**config.mk**
```make
export PLATFORM = sky130hd
export DESIGN_NAME = onehot_rr_encoder
export DESIGN_NICKNAME = d
export VERILOG_FILES = /design/src/rtl/onehot_rr_encoder.sv
export SDC_FILE = /design/constraint.sdc
export NUM_CORES = 1
export LEC_CHECK = 0
export BUFFER_PORTS_ARGS = -buffer_cell sky130_fd_sc_hd__buf_2
export CORE_MARGIN = 3
export CORE_UTILIZATION = 40
export DETAILED_ROUTE_END_ITERATION = 12
export PLACE_DENSITY = 0.62
export SYNTH_ARGS = -nofsm -noshare
export SYNTH_HDL_FRONTEND = slang
export SYNTH_SLANG_ARGS = --single-unit
```
**constraint.sdc**
```tcl
create_clock -name clk_i -period 4.54 [get_ports clk_i]
set_clock_uncertainty 0.2 [all_clocks]
set_input_delay 0.227 -clock clk_i [delete_from_list [all_inputs] [get_ports clk_i]]
set_output_delay 0.227 -clock clk_i [all_outputs]
set_load 0.02 [all_outputs]
```
**src/rtl/onehot_rr_encoder.sv**
```systemverilog
// onehot_rr_encoder: queues multi-hot request lines as pending bits and emits one
// binary index per VALID/READY transfer, with round-robin or fixed-priority selection.
module onehot_rr_encoder #(
  parameter int N  = 8,
  parameter int W  = 3,
  parameter int RR = 1
) (
  input  logic         clk_i,
  input  logic         rst_ni,
  input  logic         en_i,
  input  logic [N-1:0] req_i,
  input  logic         ready_i,
  output logic [W-1:0] idx_out_o,
  output logic         valid_o,
  output logic [N-1:0] pend_o,
  output logic         ovr_o
);
  logic [N-1:0] pend_q, pend_d, load_bit;
  logic [W-1:0] idx_q, idx_d, ptr_q, ptr_d, sel, cand;
  logic         valid_q, valid_d, ovr_q, ovr_d, found, slot_free, load;
  // index arithmetic is W bits wide, so ptr+k wraps mod N for free
  always_comb begin
    found = 1'b0;
    sel   = '0;
    cand  = '0;
    for (int k = 0; k < N; k++) begin
      cand = (RR != 0) ? ptr_q + W'(k) : W'(k);
      if (!found && pend_q[cand]) begin
        found = 1'b1;
        sel   = cand;
      end
    end
  end
  assign slot_free = !valid_q || ready_i;
  assign load      = en_i && slot_free && found;
  assign load_bit  = load ? N'(1) << sel : '0;
  // a request on the line being loaded re-sets its bit, so it is neither lost nor an overrun
  assign pend_d    = en_i ? (pend_q & ~load_bit) | req_i : pend_q;
  assign valid_d   = slot_free ? load : valid_q;
  assign idx_d     = load ? sel : idx_q;
  assign ptr_d     = load ? sel + W'(1) : ptr_q;
  assign ovr_d     = en_i && |(req_i & pend_q & ~load_bit);
  always_ff @(posedge clk_i or negedge rst_ni) begin
    if (!rst_ni) begin
      pend_q  <= '0;
      idx_q   <= '0;
      ptr_q   <= '0;
      valid_q <= 1'b0;
      ovr_q   <= 1'b0;
    end else begin
      pend_q  <= pend_d;
      idx_q   <= idx_d;
      ptr_q   <= ptr_d;
      valid_q <= valid_d;
      ovr_q   <= ovr_d;
    end
  end
  assign idx_out_o = idx_q;
  assign valid_o   = valid_q;
  assign pend_o    = pend_q;
  assign ovr_o     = ovr_q;
endmodule

```
==> impl_metrics.env <==
export IMPL_drive_above_1_share_pct=31.03
export IMPL_hold_path_class="in -> reg"
export IMPL_clockPowerShare_pct=7.7
export IMPL_path_cells="buf_4 > mux2i_1 > mux4_2 > a32oi_2 > nor2_2 > o2111ai_1 > a21boi_1 > buf_4 > or4_1 > and3_1 > o41a_1"
export IMPL_syn_area_per_cell_um2=9.775
export IMPL_die_x_um=71.58
export IMPL_clk_path_buf_depth=2
export IMPL_p_int_mw=0.7981
export IMPL_p_comb_share_pct=73.8
export IMPL_placedCellCount=246
export IMPL_design_portCount=25
export IMPL_rsz0062_at_grt="false"
export IMPL_core_area_um2=4086
export IMPL_routed_via_density=6.269
export IMPL_stdcell_count=253
export IMPL_dr_wl_met2_um=2393
export IMPL_area_delta_synth_final_pct=14.76
export IMPL_grt_max_degree=17
export IMPL_antenna_left=0
export IMPL_maxCapViolCount=0
export IMPL_wl_per_cell_um=18.71
export IMPL_place_congestion=1.000
export IMPL_finalHoldViolCount=0
export IMPL_crit_type="reg -> reg"
export IMPL_cts_sinks=16
export IMPL_syn_area_um2=1720
export IMPL_critPathSlowestCell="mux2i_1"
export IMPL_grt_pass1_vias=1612
export IMPL_insertion_delay_ps=250
export IMPL_wl_met1_um=2054
export IMPL_fin_crit_sh_pct=89.48
export IMPL_synth_seq_cells=16
export IMPL_h_tree_depth=1
export IMPL_clkTransAtPathRegs_ps=60
export IMPL_max_stage_delay_ps=520
export IMPL_synth_fp_nets=193
export IMPL_cts_setup_buffers=0
export IMPL_insertedDiodeCount=0
export IMPL_path_buf_inv=2
export IMPL_gr_usage_all_layers_pct=19.07
export IMPL_synth_main_ff_cell="dfrtp_1"
export IMPL_drc=0
export IMPL_endpoint_kind="flop"
export IMPL_pre_cts_slack_ps=532.3
export IMPL_drtIter0Drc=100
export IMPL_numPortBuffers=24
export IMPL_antenna_found_initial=0
export IMPL_leakagePower_nw=0.8029
export IMPL_async_flop_share_pct=100.0
export IMPL_status="complete, no violations"
export IMPL_yosys_area_top_type="dfrtp_1"
export IMPL_synth_distinct_cells=51
export IMPL_fin_nets=221
export IMPL_vdd_drop_max_v=0.0003252
export IMPL_num_rows=23
export IMPL_cts_resized=0
export IMPL_die_y_um=71.58
export IMPL_top_layer_used="met4"
export IMPL_cpMostUsedCell="buf_4"
export IMPL_yosysWarningCount=0
export IMPL_hold_buffers=3
export IMPL_slew_violations=0
export IMPL_worstPathArrival_ps=3990
export IMPL_overflow=0
export IMPL_total_power_mw=1.599
export IMPL_power_density_nw_per_um2=809.8
export IMPL_crit_fanout=16
export IMPL_drtPass1Iterations=4
export IMPL_num_fill_cells=384
export IMPL_grt_pass1_wl_um=7845
export IMPL_cp_data_required_time_ps=4470
export IMPL_synth_area_leaders="dfrtp_1, mux4_2, mux2i_1"
export IMPL_p_seq_share_pct=18.5
export IMPL_syn_inst=176
export IMPL_dieArea_um2=5124
export IMPL_final_min_clock_period_ps=4062
export IMPL_cp_start_kind="flop"
export IMPL_power_switching_mw=0.8007
export IMPL_cts_buffers=3
export IMPL_finalWorstSetupSlack_ps=477.7
export IMPL_cts_tree="built"
export IMPL_yosysTopAreaCellShare_pct=23.27
export IMPL_switching_share_pct=50.08
export IMPL_worst_pin_slew_ps=580.3
export IMPL_final_common_cell="nand2_1"
export IMPL_final_cell_mix="nand2_1, buf_2, dfrtp_1"
export IMPL_initial_utilization_pct=42.10
export IMPL_wl_um=4733
export IMPL_max_slew_margin_pct=61.04
export IMPL_finalSetupViolations=0
export IMPL_fin_setup_tns_ps=0
export IMPL_fmax_ghz=0.2462
export IMPL_path_delay_family="simple AND/OR/NAND/NOR gates"
export IMPL_synth_edf_count=0
export IMPL_dp_hpwl_um=3614
export IMPL_cts_root_buffer="clkbuf_8"
export IMPL_wl_met3_um=225
export IMPL_ys_seq_area_share_pct=23.27
export IMPL_num_vias=1586
[stage by stage]
stage	hold WS (ps)	instance area [um^2]	util, %
floorplan	-268.6	1720	-
CTS	3.217	1974	48.32
detailed placement	-31.93	1889	46.23
finish	16.54	1974	48.32
global route	28.79	1974	48.32
global placement	-38.62	1889	46.23
[worst reg2reg max path, stage by stage (launching register included)]
cell and delay (ps):
dfrtp_1 460, buf_4 320, mux2i_1 530, mux4_2 350
a32oi_2 190, nor2_2 290, o2111ai_1 150, a21boi_1 180
buf_4 180, or4_1 500, and3_1 200, o41a_1 410
[path summary, 6_finish.rpt]
| kind | end | cells past startpoint | startpoint | slack [ps] |
|---|---|---|---|---|
| min reg2reg | idx_out_o[0] | 1 | idx_out_o[0] | 270 |
| max in group asynchronous | valid_o | 2 | rst_ni | 3640 |
| max | ovr_o | 11 | ptr_q[0] | 480 |
| max reg2reg | ovr_o | 11 | ptr_q[0] | 480 |
| min | pend_o[0] | 3 | req_i[0] | 20 |
| min in group asynchronous | ovr_o | 2 | rst_ni | 220 |
[kinds of logic after synthesis]
logic type / synth area share [%]
xor gates and xnor gates: 1.018
buffers and inverters: 4.508
and+or+nand+nor: 15.06
AOI/OAI and AO/OA: 20.95
adders and majority gates: 3.636
DFF: 23.27
muxes: 31.56
[metal layers]
layer / track usage [%] / vias to the layer above
met3: 1.683 / 7
met1: 25.02 / 792
met5: 0 / -
met4: 5.846 / 0
met2: 33.27 / 57
li1: - / 730
[registers in the layout, indices dropped and copies added (netlist names)]
register,flops
pend_o,8
ovr_o,1
valid_o,1
idx_out_o,3
ptr_q,3
[final cells by class]
cell class / instances / area [um^2] / share of cell area, %
Clock buffer: 4 / 55.05 / 2.788
Timing Repair Buffer: 33 / 195.2 / 9.886
Inverter: 5 / 18.77 / 0.9506
Sequential cell: 16 / 400.4 / 20.28
Tap cell: 50 / 62.56 / 3.169
Multi-Input combinational cell: 145 / 1242 / 62.93
[power groups by stage]
stage / Combinational, mW / Clock [mW] / Sequential (mW)
6_report: 1.18 / 0.124 / 0.295
5_1_grt: 1.29 / 0.135 / 0.304
4_1_cts: 1.18 / 0.130 / 0.294
3_5_place_dp: 1.16 / 0 / 0.297
3_3_place_gp: 1.15 / 0 / 0.294
2_1_floorplan: 0.886 / 0 / 0.296
[cells in the mapped netlist (3+ instances only)]
master / instances
nand3_1: 3
mux4_2: 13
a21oi_1: 6
buf_2: 5
and2_1: 3
inv_1: 4
o21ai_0: 3
nand2b_1: 5
and3_1: 3
o21a_1: 3
mux2_2: 8
dfrtp_1: 16
a22o_1: 4
ha_1: 5
nor2_1: 10
mux2i_1: 12
clkbuf_1: 3
nand2_1: 27
No activity file was read; power rests on OpenSTA's default activity.
